### src/rtl/pipe_stage_reg_if.sv
// Bundles the upstream inputs and registered outputs of one inter-stage pipeline register.
// The slave side belongs to the register. The master side belongs to whatever drives it.
interface pipe_stage_reg_if #(
    parameter int DATA_W = 160,
    parameter int TNEW_W = 2,
    parameter int CNT_W  = 16
);
    logic              stall;
    logic              flush;
    logic              valid_i;
    logic [DATA_W-1:0] data_i;
    logic              regwrite_i;
    logic [4:0]        a3_i;
    logic [TNEW_W-1:0] tnew_i;

    logic              valid_o;
    logic [DATA_W-1:0] data_o;
    logic              regwrite_o;
    logic [4:0]        a3_o;
    logic [TNEW_W-1:0] tnew_o;
    logic              fwd_ready_o;
    logic [CNT_W-1:0]  stall_cnt_o;
    logic [CNT_W-1:0]  flush_cnt_o;

    modport master (
        output stall, flush, valid_i, data_i, regwrite_i, a3_i, tnew_i,
        input  valid_o, data_o, regwrite_o, a3_o, tnew_o, fwd_ready_o,
               stall_cnt_o, flush_cnt_o
    );

    modport slave (
        input  stall, flush, valid_i, data_i, regwrite_i, a3_i, tnew_i,
        output valid_o, data_o, regwrite_o, a3_o, tnew_o, fwd_ready_o,
               stall_cnt_o, flush_cnt_o
    );
endinterface

### src/rtl/pipe_stage_reg.sv
// Reusable D/E, E/M, M/W pipeline register. It supports stall and flush, counts down T_new,
// reports forwarding readiness and keeps saturating stall and flush counters.
module pipe_stage_reg #(
    parameter int DATA_W = 160,
    parameter int TNEW_W = 2,
    parameter int CNT_W  = 16
) (
    input logic              clk,
    input logic              reset,
    pipe_stage_reg_if.slave  bus
);

    logic              valid_q,     valid_d;
    logic [DATA_W-1:0] data_q,      data_d;
    logic              regwrite_q,  regwrite_d;
    logic [4:0]        a3_q,        a3_d;
    logic [TNEW_W-1:0] tnew_q,      tnew_d;
    logic [CNT_W-1:0]  stall_cnt_q, stall_cnt_d;
    logic [CNT_W-1:0]  flush_cnt_q, flush_cnt_d;

    function automatic logic [TNEW_W-1:0] sat_dec(input logic [TNEW_W-1:0] x);
        return (x == '0) ? '0 : x - TNEW_W'(1);
    endfunction

    function automatic logic [CNT_W-1:0] sat_inc(input logic [CNT_W-1:0] x);
        return (x == {CNT_W{1'b1}}) ? x : x + CNT_W'(1);
    endfunction

    always_comb begin
        valid_d     = valid_q;
        data_d      = data_q;
        regwrite_d  = regwrite_q;
        a3_d        = a3_q;
        tnew_d      = tnew_q;
        stall_cnt_d = stall_cnt_q;
        flush_cnt_d = flush_cnt_q;

        if (bus.flush) begin
            valid_d     = 1'b0;
            data_d      = '0;
            regwrite_d  = 1'b0;
            a3_d        = '0;
            tnew_d      = '0;
            flush_cnt_d = sat_inc(flush_cnt_q);
        end else if (bus.stall) begin
            tnew_d = sat_dec(tnew_q);
            // A held bubble is not a lost instruction slot, so it is not counted.
            if (valid_q) begin
                stall_cnt_d = sat_inc(stall_cnt_q);
            end
        end else begin
            valid_d    = bus.valid_i;
            data_d     = bus.data_i;
            a3_d       = bus.a3_i;
            // Squash writes to $0 here so the hazard unit never sees them.
            regwrite_d = bus.valid_i & bus.regwrite_i & (bus.a3_i != 5'd0);
            tnew_d     = bus.valid_i ? sat_dec(bus.tnew_i) : '0;
        end
    end

    always_ff @(posedge clk or negedge reset) begin
        if (!reset) begin
            valid_q     <= 1'b0;
            data_q      <= '0;
            regwrite_q  <= 1'b0;
            a3_q        <= '0;
            tnew_q      <= '0;
            stall_cnt_q <= '0;
            flush_cnt_q <= '0;
        end else begin
            valid_q     <= valid_d;
            data_q      <= data_d;
            regwrite_q  <= regwrite_d;
            a3_q        <= a3_d;
            tnew_q      <= tnew_d;
            stall_cnt_q <= stall_cnt_d;
            flush_cnt_q <= flush_cnt_d;
        end
    end

    assign bus.valid_o     = valid_q;
    assign bus.data_o      = data_q;
    assign bus.regwrite_o  = regwrite_q;
    assign bus.a3_o        = a3_q;
    assign bus.tnew_o      = tnew_q;
    assign bus.fwd_ready_o = valid_q & regwrite_q & (tnew_q == '0);
    assign bus.stall_cnt_o = stall_cnt_q;
    assign bus.flush_cnt_o = flush_cnt_q;

endmodule

### src/flat_wrapper.sv
// flat-port wrapper written by rule: the top's interface ports become plain ports
module pipe_stage_reg_flat 
#(
    parameter int DATA_W = 160,
    parameter int TNEW_W = 2,
    parameter int CNT_W  = 16
)
  (clk, reset, bus_stall, bus_flush, bus_valid_i, bus_data_i, bus_regwrite_i, bus_a3_i, bus_tnew_i, bus_valid_o, bus_data_o, bus_regwrite_o, bus_a3_o, bus_tnew_o, bus_fwd_ready_o, bus_stall_cnt_o, bus_flush_cnt_o);
  pipe_stage_reg_if #(.DATA_W(DATA_W), .TNEW_W(TNEW_W), .CNT_W(CNT_W)) bus_i ();
  input logic clk;
  input logic reset;
  input wire logic [$bits(bus_i.stall)-1:0] bus_stall;
  input wire logic [$bits(bus_i.flush)-1:0] bus_flush;
  input wire logic [$bits(bus_i.valid_i)-1:0] bus_valid_i;
  input wire logic [$bits(bus_i.data_i)-1:0] bus_data_i;
  input wire logic [$bits(bus_i.regwrite_i)-1:0] bus_regwrite_i;
  input wire logic [$bits(bus_i.a3_i)-1:0] bus_a3_i;
  input wire logic [$bits(bus_i.tnew_i)-1:0] bus_tnew_i;
  output wire logic [$bits(bus_i.valid_o)-1:0] bus_valid_o;
  output wire logic [$bits(bus_i.data_o)-1:0] bus_data_o;
  output wire logic [$bits(bus_i.regwrite_o)-1:0] bus_regwrite_o;
  output wire logic [$bits(bus_i.a3_o)-1:0] bus_a3_o;
  output wire logic [$bits(bus_i.tnew_o)-1:0] bus_tnew_o;
  output wire logic [$bits(bus_i.fwd_ready_o)-1:0] bus_fwd_ready_o;
  output wire logic [$bits(bus_i.stall_cnt_o)-1:0] bus_stall_cnt_o;
  output wire logic [$bits(bus_i.flush_cnt_o)-1:0] bus_flush_cnt_o;
  assign bus_i.stall = bus_stall;
  assign bus_i.flush = bus_flush;
  assign bus_i.valid_i = bus_valid_i;
  assign bus_i.data_i = bus_data_i;
  assign bus_i.regwrite_i = bus_regwrite_i;
  assign bus_i.a3_i = bus_a3_i;
  assign bus_i.tnew_i = bus_tnew_i;
  assign bus_valid_o = bus_i.valid_o;
  assign bus_data_o = bus_i.data_o;
  assign bus_regwrite_o = bus_i.regwrite_o;
  assign bus_a3_o = bus_i.a3_o;
  assign bus_tnew_o = bus_i.tnew_o;
  assign bus_fwd_ready_o = bus_i.fwd_ready_o;
  assign bus_stall_cnt_o = bus_i.stall_cnt_o;
  assign bus_flush_cnt_o = bus_i.flush_cnt_o;
  pipe_stage_reg #(.DATA_W(DATA_W), .TNEW_W(TNEW_W), .CNT_W(CNT_W)) u_core (.clk(clk), .reset(reset), .bus(bus_i));
endmodule
### config.mk
export PLATFORM = sky130hd
export DESIGN_NAME = pipe_stage_reg_flat
export DESIGN_NICKNAME = d
export VERILOG_FILES = /design/src/rtl/pipe_stage_reg_if.sv /design/src/rtl/pipe_stage_reg.sv /design/src/flat_wrapper.sv
export SDC_FILE = /design/constraint.sdc
export NUM_CORES = 1
export LEC_CHECK = 0
export ABC_AREA = 0
export CAP_MARGIN = 20
export CELL_PAD_IN_SITES_DETAIL_PLACEMENT = 0
export CELL_PAD_IN_SITES_GLOBAL_PLACEMENT = 2
export CORE_ASPECT_RATIO = 0.9
export CORE_MARGIN = 3
export CORE_UTILIZATION = 25
export DETAILED_ROUTE_END_ITERATION = 8
export HOLD_SLACK_MARGIN = 0.06
export PLACE_DENSITY = 0.82
export SLEW_MARGIN = 20
export SYNTH_ARGS = -nofsm -noshare
export SYNTH_HDL_FRONTEND = slang
export SYNTH_SLANG_ARGS = --single-unit
export TNS_END_PERCENT = 30
### constraint.sdc
create_clock -name clk -period 2.6 [get_ports clk]
set_clock_uncertainty 0.15 [all_clocks]
set_input_delay 0.52 -clock clk [delete_from_list [all_inputs] [get_ports clk]]
set_output_delay 0.52 -clock clk [all_outputs]
set_load 0.03 [all_outputs]
# Word-level counts from Yosys, hierarchy flattened
# Cells that the tools add are included.
[word_totals] register_bits=201 output_inout_bits=202
[op_classes] addsub=4 eq_ne=3 mux=13 n_bitwise=7 reduce_logical=5
[op_table] cell="160-bit 2-to-1 mux" count=2
[op_table] cell="16-bit by 1-bit adder with 16-bit output, second input constant" count=2
[op_table] cell="16-bit equality test, second input constant" count=2
[op_table] cell="2-bit 2-to-1 mux" count=5
[op_table] cell="5-bit 2-to-1 mux" count=2
[op_table] cell="5-bit nonzero test" count=1
[op_table] cell="1-bit bitwise AND" count=4
[op_table] cell="2-bit zero test" count=2
[op_table] cell="1-bit 2-to-1 mux" count=4
[op_table] cell="4-bit AND reduction" count=1
[op_table] cell="2-bit by 1-bit subtractor with 2-bit output, second input constant" count=2
[op_table] cell="1-bit NOT" count=3
[op_table] cell="2-bit by 1-bit != test with 1-bit output, second input constant" count=1
[op_table] cell="2-bit AND reduction" count=1

# Depth between registers and ports, before layout
[depth] depth_word=5 depth_mapped=6

# Worst setup path after synthesis
# No wires, ideal clock.
[synth_timing] kind="register to register" startpoint="reg u_core.flush_cnt_q[0], in the netlist u_core.bus.flush_cnt_o[0]" endpoint="reg u_core.flush_cnt_q[1], in the netlist u_core.bus.flush_cnt_o[1]" setup_time_ns=0.128 t_arrival_ns=1.820 slack_ns=0.502 stages_incl_launch_ff=6 n_path_buf=0 cell_sequence="dfrtp_1 > ha_1 > nand4_1 > or4_4 > nand2_2 > mux2_1"
[synth_between] elab_chain_len=3 word_cells_on_any_way=4 cone_classes="add/sub: 1; eq/ne: 1; bitwise: 1; reduce/logical: 1"
[synth_rtl] item="start: declaration" line="pipe_stage_reg.sv:19" rtl="logic [CNT_W-1:0] flush_cnt_q, flush_cnt_d;"
[synth_rtl] item="start signal: assignment" line="pipe_stage_reg.sv:77" rtl="flush_cnt_q <= flush_cnt_d;"
[synth_rtl] item="parallel branches: the longest is 3 deep, another holds 16-bit by 1-bit adder with 16-bit output"
# Several ways; the timed one is not identified.
# A chain may end at the register's enable or synchronous reset.

# Final worst setup path
[layout_timing] startpoint="reg u_core.stall_cnt_q[0], in the netlist u_core.bus.stall_cnt_o[0]" endpoint="out bus_stall_cnt_o[0]"
[layout_rtl] item="start: declaration" line="pipe_stage_reg.sv:18" rtl="logic [CNT_W-1:0] stall_cnt_q, stall_cnt_d;"
[layout_rtl] item="start signal: assignment" line="pipe_stage_reg.sv:76" rtl="stall_cnt_q <= stall_cnt_d;"
[layout_rtl] item="end: declaration" line="flat_wrapper.sv:25" rtl="output wire logic [$bits(bus_i.stall_cnt_o)-1:0] bus_stall_cnt_o;"
# No word-level cell between the ends.

==> metrics.csv <==
metric;value;unit
critPathMaxStageDelay;0.77;ns
clockRootBuffer;clkbuf_16;
synthesis.area;0.008342;mm2
yosysUniqueCellTypes;40;
cp-start-kind;flip-flop;
grt_pass1_vias;6893;
drv_cap;0;
fin_ws;0.1680;ns
vias;6530;
ys_warn_count;0;
yosys.area.top_type_share;60.30;%
ir_drop;400.4;uV
status;completed;
num_io_pins;375;
die_y;179.3;um
area_growth;60.55;%
path_delay_family;buffers and inverters;
synth_area_per_cell;11.93;um2
nets;1248;
setup_viol;0;
required;1.93;ns
timing.final.crit_period;2.432;ns
wl_per_cell;17.65;um
power-per-cell-area;648.3;mW/mm2
path_buf_inv;1;
fin_crit_sh;93.54;%
regArea;0.005030;mm2
drt-initial-drc-count;218;
cts_tree;yes;
postCtsSetupBuffers;0;
slowest_stage;clkdlybuf4s50_1;
avgViaCountPerCell;4.336;
gr-usage-all-layers;14.31;%
syn_nets;874;
slew_headroom;52.70;%
grt_overflow;0;
hold_violations;0;
crit_chain;clkdlybuf4s50_1;
dieArea;0.03560;mm2
async_flop_share;100.0;%
synth-edff-count;0;
ys.flop_type;dfrtp_1;
setup_tns;0;ns
synth.area.top_cells;dfrtp_1 60%, mux2i_1 20%, nor2_1 7.7%;
hold_class;in -> reg;
path_clk_slew;0.06;ns
tightest_slew;0.7095;ns
slew_viol_final;0;
cts_max_path_buffers;3;
die_w;198.5;um
multiInputGateArea;0.003122;mm2
fmax;0.4112;GHz
grt_pass1_wl;40.71;mm
ant_nets;0;
cts_num_sinks;201;
drt-total-wl;26.58;mm
cp_max_fo;7;
syn_inst;699;
ys_ff_latch;201;
yosysTopAreaCell;dfrtp_1;
ys_seq_area_share;60.30;%
grt_setup_unrepaired;false;
worst_ep_arrival_time;1.76;ns
firstDrtPassIters;4;
power.leakage;6.234;nW
grt_max_degree;83;
worstSetupPathType;reg -> out;
preCtsSetupSlack;0.5418;ns
numCtsBuffers;24;
clkLatencyLatePin;0.51;ns
end_kind;output pin;
diodes;0;
routabilityCongestion;0.7264;
dp_hpwl;19.16;mm
start_util;25.73;%
core;0.03243;mm2
numPortBuffers;374;
n_fill_cell;3159;
drc;0;
htreeDepth;1;
num_rows;62;
layout-drive-gt1-share;5.596;%
antenna_found_initial;0;
==> per-layer routing <==
layer | vias up | GRT usage (%) | part of all wire (%)
met5 | - | 0 | 0
met4 | 0 | 2.781 | 1.9
met3 | 25 | 5.355 | 10
met2 | 265 | 23.03 | 45
met1 | 3117 | 18.62 | 43
li1 | 3123 | - | -
==> through the flow <==
stage / power, W / util (%) / instance area, um2 / std cells / hold slack [ns]
6_report: 0.008682 / 41.30 / 13390 / 1506 / 0.1740
5_1_grt: 0.009118 / 41.30 / 13390 / 1506 / 0.1718
4_1_cts: 0.008851 / 41.30 / 13390 / 1506 / 0.1440
3_5_place_dp: 0.005447 / 38.86 / 12600 / 1462 / 0.3399
3_3_place_gp: 0.005438 / 38.86 / 12600 / 1462 / 0.3388
2_1_floorplan: 0.004454 / - / 8342 / 699 / 0.07441
==> synthesized netlist by cell type, types with 2 or more instances <==
library cell and number:
dfrtp_1 201, nor2_1 172, mux2i_1 165, buf_2 20, clkbuf_1 18, xor2_1 18
nand2_1 14, a21oi_1 11, nor3_1 11, nand3_1 10, xnor2_1 10, nand4_1 8
and3_1 4, and4_1 4, buf_1 3, inv_1 3, ha_1 2, nor2b_1 2
or3_1 2
==> state kept, by name, summed over array words and instances, names as in the netlist <==
signal,flops
u_core.bus.a3_o,5
u_core.bus.data_o,160
u_core.bus.flush_cnt_o,16
u_core.bus.regwrite_o,1
u_core.bus.stall_cnt_o,16
u_core.bus.tnew_o,2
u_core.bus.valid_o,1
==> cells by family after synthesis <==
group	Yosys count	share of synthesized area [%]
adder cells (fa/ha/maj)	2	0.2999
AO/OA/AOI/OAI	17	1.275
XOR/XNOR	28	2.940
AND/OR/NAND/NOR	240	12.84
flip-flops	201	60.30
multiplexers	167	20.07
buffers and inverters	44	2.280
==> layout make-up <==
cell class                      instances  share of cell area, %
Timing Repair Buffer                  389                  29.34
Clock buffer                           36                  5.353
Inverter                                3                0.08408
Sequential cell                       201                  37.56
Tap cell                              416                  3.886
Multi-Input combinational cell        454                  23.31
Clock inverter                          7                 0.4671
==> cell usage in the layout (no fill, tap or decap), types with 2 or more instances in the layout <==
cell and n:
dfrtp_1 201, nand3_1 10, nor2_1 172, mux2i_1 165, or3_1 2, and4_1 4, clkbuf_16 25, clkbuf_8 6
inv_1 3, xnor2_1 10, nand2_1 14, and3_1 4, nor3_1 11, nor2b_1 2, buf_4 10, nand4_1 8
ha_1 2, buf_12 5, clkinv_2 5, clkbuf_1 6, xor2_1 18, a21oi_1 11, clkdlybuf4s50_1 370
==> path summary, 6_finish.rpt <==
check | cells after the start | end | slack, ns | start
worst max-delay path | 1 | bus_stall_cnt_o[0] | 0.17 | u_core.bus.stall_cnt_o[0]
worst min-delay path | 3 | u_core.bus.regwrite_o | 0.17 | bus_stall
max in group asynchronous | 3 | u_core.bus.data_o[84] | 1.16 | reset
worst min register to register | 1 | u_core.bus.stall_cnt_o[5] | 0.35 | u_core.bus.stall_cnt_o[5]
min in group asynchronous | 2 | u_core.bus.data_o[34] | 0.47 | reset
worst max register to register | 5 | u_core.bus.flush_cnt_o[1] | 0.60 | u_core.bus.flush_cnt_o[0]
==> repair_timing <==
action | CTS | global route
endpoints found under the hold margin | 56 | 0
resized for setup | 0 | 1
endpoints found under the setup margin | 0 | 1
hold buffers | 1 | 0
==> where the power goes <==
| part | switching [W] | leakage, nW | total [W] | internal (W) |
|---|---|---|---|---|
| sequential | 0.000211 | 2.66 | 0.00356 | 0.00335 |
| combinational | 0.000963 | 3.18 | 0.00181 | 0.000843 |
| clock | 0.00132 | 0.385 | 0.00331 | 0.00199 |
| total | 0.00249 | 6.23 | 0.00868 | 0.00619 |
Note: power is estimated with default switching activity, not from simulation.
